$ cat src/rtl/chal_loader_if.sv
// Host and scan-chain signals of the challenge loader, bundled for port use.
interface chal_loader_if #(
  parameter int N  = 128,
  parameter int W  = 32,
  parameter int AW = $clog2(N / W)
);
  logic          wr_en;
  logic [AW-1:0] wr_addr;
  logic [W-1:0]  wr_data;
  logic          start;
  logic [AW-1:0] rd_addr;
  logic [W-1:0]  rd_data;
  logic          busy;
  logic          done;
  logic          chal_si;
  logic          chal_clk_en;
  logic          chal_so;

  // Host side, which also models the downstream register's scan output.
  modport master (
    output wr_en, wr_addr, wr_data, start, rd_addr, chal_so,
    input  rd_data, busy, done, chal_si, chal_clk_en
  );

  // Loader side.
  modport slave (
    input  wr_en, wr_addr, wr_data, start, rd_addr, chal_so,
    output rd_data, busy, done, chal_si, chal_clk_en
  );
endinterface

$ cat src/rtl/chal_loader.sv
// Challenge loader: holds a host-written N-bit challenge and streams it MSB
// first into the downstream scan chain, while capturing the chain's old
// contents into a readback register.
//
// state    | meaning
// ST_IDLE  | host may write ld; start launches a shift
// ST_SHIFT | N enabled cycles, one chain bit per cycle
// ST_DONE  | one-cycle done pulse, then back to idle
module chal_loader #(
  parameter int N  = 128,
  parameter int W  = 32,
  parameter int AW = $clog2(N / W)
) (
  input logic         clk,
  input logic         rstn,
  chal_loader_if.slave bus
);
  localparam int CW = $clog2(N);

  typedef enum logic [1:0] {ST_IDLE, ST_SHIFT, ST_DONE} state_t;

  state_t        state;
  logic [N-1:0]  ld;
  logic [N-1:0]  sb;
  logic [N-1:0]  rb;
  logic [N-1:0]  ld_merged;
  logic [CW-1:0] cnt;

  // Load register with the current cycle's host write folded in, so a write
  // issued alongside start is part of the challenge that gets shifted.
  always_comb begin
    ld_merged = ld;
    if (bus.wr_en) ld_merged[int'(bus.wr_addr) * W +: W] = bus.wr_data;
  end

  // Readback word select; only meaningful outside of a shift.
  assign bus.rd_data = rb[int'(bus.rd_addr) * W +: W];

  // Sequencer; all outputs registered so chal_clk_en comes straight off a flop.
  always_ff @(posedge clk or negedge rstn) begin
    if (!rstn) begin
      state           <= ST_IDLE;
      ld              <= '0;
      sb              <= '0;
      rb              <= '0;
      cnt             <= '0;
      bus.busy        <= 1'b0;
      bus.done        <= 1'b0;
      bus.chal_si     <= 1'b0;
      bus.chal_clk_en <= 1'b0;
    end else begin
      case (state)
        ST_IDLE: begin
          bus.done <= 1'b0;
          if (bus.wr_en) ld <= ld_merged;
          if (bus.start) begin
            sb              <= ld_merged;
            cnt             <= '0;
            state           <= ST_SHIFT;
            bus.busy        <= 1'b1;
            bus.chal_clk_en <= 1'b1;
            bus.chal_si     <= ld_merged[N-1];
          end
        end
        ST_SHIFT: begin
          rb  <= {rb[N-2:0], bus.chal_so};
          sb  <= {sb[N-2:0], 1'b0};
          cnt <= cnt + 1'b1;
          if (cnt == CW'(N - 1)) begin
            state           <= ST_DONE;
            bus.chal_clk_en <= 1'b0;
            bus.busy        <= 1'b0;
            bus.done        <= 1'b1;
            bus.chal_si     <= 1'b0;
          end else begin
            // sb[N-2] becomes the MSB after this edge's shift.
            bus.chal_si <= sb[N-2];
          end
        end
        ST_DONE: begin
          bus.done <= 1'b0;
          state    <= ST_IDLE;
        end
        default: begin
          state           <= ST_IDLE;
          bus.busy        <= 1'b0;
          bus.done        <= 1'b0;
          bus.chal_si     <= 1'b0;
          bus.chal_clk_en <= 1'b0;
        end
      endcase
    end
  end
endmodule

$ cat src/flat_wrapper.sv
// flat-port wrapper written by rule: the top's interface ports become plain ports
module chal_loader_flat 
#(
  parameter int N  = 128,
  parameter int W  = 32,
  parameter int AW = $clog2(N / W)
)
  (clk, rstn, bus_wr_en, bus_wr_addr, bus_wr_data, bus_start, bus_rd_addr, bus_chal_so, bus_rd_data, bus_busy, bus_done, bus_chal_si, bus_chal_clk_en);
  chal_loader_if #(.N(N), .W(W), .AW(AW)) bus_i ();
  input logic clk;
  input logic rstn;
  input wire logic [$bits(bus_i.wr_en)-1:0] bus_wr_en;
  input wire logic [$bits(bus_i.wr_addr)-1:0] bus_wr_addr;
  input wire logic [$bits(bus_i.wr_data)-1:0] bus_wr_data;
  input wire logic [$bits(bus_i.start)-1:0] bus_start;
  input wire logic [$bits(bus_i.rd_addr)-1:0] bus_rd_addr;
  input wire logic [$bits(bus_i.chal_so)-1:0] bus_chal_so;
  output wire logic [$bits(bus_i.rd_data)-1:0] bus_rd_data;
  output wire logic [$bits(bus_i.busy)-1:0] bus_busy;
  output wire logic [$bits(bus_i.done)-1:0] bus_done;
  output wire logic [$bits(bus_i.chal_si)-1:0] bus_chal_si;
  output wire logic [$bits(bus_i.chal_clk_en)-1:0] bus_chal_clk_en;
  assign bus_i.wr_en = bus_wr_en;
  assign bus_i.wr_addr = bus_wr_addr;
  assign bus_i.wr_data = bus_wr_data;
  assign bus_i.start = bus_start;
  assign bus_i.rd_addr = bus_rd_addr;
  assign bus_i.chal_so = bus_chal_so;
  assign bus_rd_data = bus_i.rd_data;
  assign bus_busy = bus_i.busy;
  assign bus_done = bus_i.done;
  assign bus_chal_si = bus_i.chal_si;
  assign bus_chal_clk_en = bus_i.chal_clk_en;
  chal_loader #(.N(N), .W(W), .AW(AW)) u_core (.clk(clk), .rstn(rstn), .bus(bus_i));
endmodule
$ cat config.mk
export PLATFORM = sky130hd
export DESIGN_NAME = chal_loader_flat
export DESIGN_NICKNAME = d
export VERILOG_FILES = /design/src/rtl/chal_loader_if.sv /design/src/rtl/chal_loader.sv /design/src/flat_wrapper.sv
export SDC_FILE = /design/constraint.sdc
export NUM_CORES = 1
export LEC_CHECK = 0
export CAP_MARGIN = 20
export CORE_MARGIN = 2
export CORE_UTILIZATION = 50
export CTS_CLUSTER_SIZE = 20
export DETAILED_ROUTE_END_ITERATION = 7
export PLACE_DENSITY = 0.73
export SYNTH_ARGS = -nofsm -noshare
export SYNTH_HDL_FRONTEND = slang
export SYNTH_SLANG_ARGS = --single-unit
$ cat constraint.sdc
create_clock -name clk -period 2.16 [get_ports clk]
set_input_delay 0.432 -clock clk [delete_from_list [all_inputs] [get_ports clk]]
set_output_delay 0.432 -clock clk [all_outputs]
set_load 0.01 [all_outputs]
-- Yosys cells after proc, flatten, opt, wreduce, memory -nomap -nowiden
Cells that the tools add are included.
- add/sub/neg operators: 2
- eq/ne operators: 5
- shift operators: 3
- muxes and demuxes: 17
- bitwise logic cells: 1
- reductions and logical operators: 7
- operators with widths (operator ; number):
    127-bit case mux with 2 select lines ; 1
    128-bit bitwise mux ; 1
    128-bit 2-to-1 mux ; 1
    32-bit by 33-bit variable shift with 128-bit output, first input constant ; 1
    128-bit by 8-bit indexed part select with 32-bit output ; 1
    32-bit by 33-bit indexed part select with 128-bit output ; 1
    127-bit 2-to-1 mux ; 1
    7-bit negation with 33-bit output ; 1
    7-bit case mux with 2 select lines ; 1
    2-bit AND reduction ; 4
    7-bit by 1-bit adder with 7-bit output, second input constant ; 1
    7-bit == test, second input constant ; 1
    7-bit 2-to-1 mux ; 1
    1-bit 2-to-1 mux ; 6
    1-bit case mux with 3 select lines ; 2
    2-bit 2-to-1 mux ; 2
    2-bit case mux with 2 select lines ; 1
    3-bit AND reduction ; 1
    2-bit by 1-bit == test with 1-bit output, second input constant ; 1
    2-bit == test, second input constant ; 1
    2-bit logical NOT ; 1
    2-bit by 1-bit != test with 1-bit output, second input constant ; 1
    2-bit != test, second input constant ; 1
    2-bit nonzero test ; 1
    1-bit inverter ; 1
- bits in registers: 395
- word-level logic and storage cells: 43

-- Logic depth before layout (Yosys ltp)
- word-level depth: 6
- depth in mapped cells: 8
- gate-level depth less buffers: 5

-- Worst setup path before layout
Ideal clock, no wire load.
- kind: input -> output
- start point: input bus_rd_addr[0]
- end point: output bus_rd_data[0]
- arrival: 1.516 ns
- data required time: 1.728 ns
- path slack: 0.212 ns
- stages: 3
- path buffers: 2
- path through: clkbuf_1 > buf_2 > mux4_2
- longest elaborated chain between the ends: 1
- ends and longest elaborated chain (item ; RTL line ; text):
    start: declaration ; flat_wrapper.sv:16 ; input wire logic [$bits(bus_i.rd_addr)-1:0] bus_rd_addr;
    128-bit by 8-bit indexed part select with 32-bit output ; chal_loader.sv:37 ; assign bus.rd_data = rb[int'(bus.rd_addr) * W +: W];
    end: declaration ; flat_wrapper.sv:18 ; output wire logic [$bits(bus_i.rd_data)-1:0] bus_rd_data;
Every way passes these cells.

-- Worst setup path in the final report
- start point: register u_core.rb[118]
- end point: output bus_rd_data[22]
- longest elaborated chain between the ends: 1
- ends and longest elaborated chain (item ; RTL line ; text):
    start: declaration ; chal_loader.sv:25 ; logic [N-1:0] rb;
    start signal: assignment ; chal_loader.sv:66 ; rb <= {rb[N-2:0], bus.chal_so};
    128-bit by 8-bit indexed part select with 32-bit output ; chal_loader.sv:37 ;
Every way passes these cells.

==> impl_metrics.yaml <==
detailed_routing:
  antenna_left: 0
  routed-via-count: 12600
  wirelength_um: 43200
  dr.pass1.iters: 5
  drc: 0
  vias_per_cell: 6.25
  drtIter0Drc: 1148
  wl_per_cell_um: 21.5
global_routing:
  grt_max_degree: 85
  grtUsageTotal_pct: 24.7
  first_global_vias: 12800
  grt-ovfl-total: 0
  grt_pass1_wl_um: 70400
  antenna_found_initial: 1
setup_path:
  crit_fanout: 3
  worstPathArrival_ns: 1.70
  critical_path_required_ns: 1.73
  startpoint_type: "flip-flop"
  r2r-start: "u_core.state[0]"
  end_kind: "output port"
  crit_type: "flip-flop to output port"
  worstSetupStartpoint: "u_core.rb[118]"
floorplanning:
  num_io_pins: 77
  die_height_um: 188
  rows: 67
  die_width_um: 188
  die_area_um2: 35400
  core_area_um2: 33400
  initial_utilization_pct: 50.6
sta:
  tightest_slew_ns: 0.617
  fmax_mhz: 469
  setup_ws_ns: 0.0270
  timing.hold.ws_ns: 0.425
  hold_viol: 0
  post-route-period-util_pct: 98.8
  max_slew_margin_pct: 58.9
  final_max_slew_viol_count: 0
  fin_crit_ns: 2.13
  setup_viol: 0
  fin_skew_ns: 0.0203
cells_and_area:
  final_nets: 1577
  regArea_um2: 9880
  fin_area_um2: 20200
  syn_to_final_growth_pct: 19.4
  n_fill_cell: 2645
  layout-drive-gt1-share_pct: 13.8
  multiInputGateArea_um2: 6470
logic_synthesis:
  ys_top_cells_by_area: "dfrtp_1 (58%), a22o_1 (13%), nand2_1 (8.9%), a221o_1 (7.4%), mux4_2 (4.3%)"
  syn-num-nets: 1486
  synthCells: 1439
  syn_avg_cell_area_um2: 11.8
  ys_seq_elements: 395
  synth_largest_area_cell: "dfrtp_1"
  synth.distinct_cells: 44
  syn_area_um2: 16900
  synth_top_area_share_pct: 58.4
  ys_seq_area_share_pct: 58.4
  synth_warnings: 0
placement:
  place_ws_ns: -0.347
  place_hpwl_um: 25100
  io_buffers: 76
  post_dp_cell_area_um2: 18700
  routabilityCongestion: 0.849
power:
  p_leak_nw: 9.92
  powerDensity_nw_per_um2: 917
  peakVddDrop_uv: 723
  total_power_w: 0.0185
clock_network:
  path_clk_slew_ns: 0.06
  root_buffer: "clkbuf_16"
  h-tree-depth: 2
  worst_skew_pair.late_latency_ns: 0.54
  cts_sinks: 395
  cts_buffers: 41
  cts_tree: "done"
  clockBufferDepth: 3
min_path:
  hold_path_class: "input port to flip-flop"
  min-delay-start: "bus_chal_so"
outcome:
  status: "completed"
run:
  drv_cap: 0
synthesized netlist by cell type:
| library cell | number |
|---|---|
| o21a_1 | 1 |
| nand2b_1 | 5 |
| nor3b_1 | 1 |
| nor3b_2 | 1 |
| nor3_1 | 1 |
| nand3_1 | 8 |
| nand4bb_1 | 1 |
| buf_2 | 41 |
| nand2_1 | 400 |
| nor2_1 | 7 |
| mux2_2 | 1 |
| clkbuf_1 | 60 |
| a32oi_1 | 1 |
| o22ai_1 | 2 |
| o21bai_1 | 1 |
| o211ai_1 | 2 |
| buf_6 | 6 |
| a22oi_1 | 1 |
| or4_1 | 2 |
| nor2b_1 | 3 |
| o21ai_0 | 5 |
| buf_1 | 6 |
| and3_1 | 1 |
| nor3_4 | 2 |
| and4bb_1 | 1 |
| o31ai_1 | 1 |
| buf_4 | 12 |
| o221ai_1 | 1 |
| a221o_1 | 125 |
| and2_1 | 33 |
| nand3b_1 | 2 |
| dfrtp_1 | 395 |
| a21oi_2 | 3 |
| a21oi_1 | 4 |
| and3b_1 | 1 |
| ha_1 | 6 |
| o311ai_0 | 1 |
| inv_1 | 5 |
| a311oi_1 | 1 |
| a21boi_0 | 1 |
| mux4_2 | 32 |
| nor3_2 | 1 |
| or3b_1 | 2 |
| a22o_1 | 253 |
registers in the layout, summed over array words and instances, names as in the netlist:
name,count
u_core.sb,127
u_core.cnt,7
u_core.rb,128
u_core.bus.busy,1
u_core.state,2
u_core.bus.chal_si,1
u_core.bus.done,1
u_core.ld,128
final timing paths:
path                            cells after the start              end  slack [ns]
worst max-delay path                                2  bus_rd_data[22]        0.03
min in group asynchronous                           2     u_core.rb[7]        0.48
worst min register to register                      2    u_core.rb[90]        0.48
worst max register to register                      4    u_core.sb[10]        0.15
worst min-delay path                                3     u_core.rb[0]        0.43
max in group asynchronous                           3    u_core.sb[59]        0.96
repair_timing:
item | 4_1_cts | 5_1_grt
pin swaps | 0 | 0
hold buffers | 1 | 0
endpoints found under the hold margin | 46 | 0
buffers inserted | 7 | 11
gates cloned | 1 | 0
gates resized for setup | 53 | 14
setup endpoints to repair | 32 | 17
report_power, final:
group | internal, W | switching, W
Combinational | 0.00121 | 0.00136
Sequential | 0.00817 | 0.000600
Clock | 0.00422 | 0.00299
Total | 0.0136 | 0.00495
stage by stage:
stage,setup TNS [ns],std cells,utilization [%]
6_report,0,2012,60.4
5_1_grt,-0.00953,2012,60.4
4_1_cts,0,2000,60.2
3_5_place_dp,-79.80,1915,55.8
3_3_place_gp,-70.25,1915,55.8
2_1_floorplan,0,1439,-
cells in the final DEF (no fill, tap or decap), types with 5 or more instances in the layout:
master	synthesis	final
ha_1	6	6
a221o_1	125	125
nand3_1	8	8
nand2_1	400	400
clkbuf_8	0	7
clkbuf_16	0	42
o21ai_0	5	5
clkinv_2	0	9
and2_1	33	33
buf_12	0	32
clkdlybuf4s50_1	0	41
buf_4	12	63
clkbuf_1	60	9
clkdlybuf4s15_1	0	25
dfrtp_1	395	395
inv_1	5	5
mux4_2	32	32
a22o_1	253	253
layer usage:
layer / global-route usage [%] / vias up / wire length [um]
met5: 0 / - / 0
met4: 6.75 / 0 / 849
met3: 3.61 / 69 / 2710
met2: 39.2 / 485 / 21000
met1: 35.8 / 6497 / 18700
li1: - / 5521 / -
layout make-up:
class	instances	area share, %
repair buffers	173	9.36
diodes	1	0.0124
flip-flops and latches	395	48.9
clock buffers	58	5.84
inverters	5	0.0928
well taps	448	2.77
clock inverters	18	1.01
multi-input cells	914	32.0
logic make-up after synthesis:
| kind of cell | synth area share, % |
|---|---|
| simple gates | 11.7 |
| compound gates | 21.5 |
| flops | 58.4 |
| buf+inv | 3.72 |
| mux | 4.32 |
| fa+ha+maj | 0.443 |
critical path: stages (launching register included):
cell and delay, ns:
dfrtp_1 0.41, mux4_2 0.51, clkdlybuf4s15_1 0.25
(Power assumes the default switching activity.)
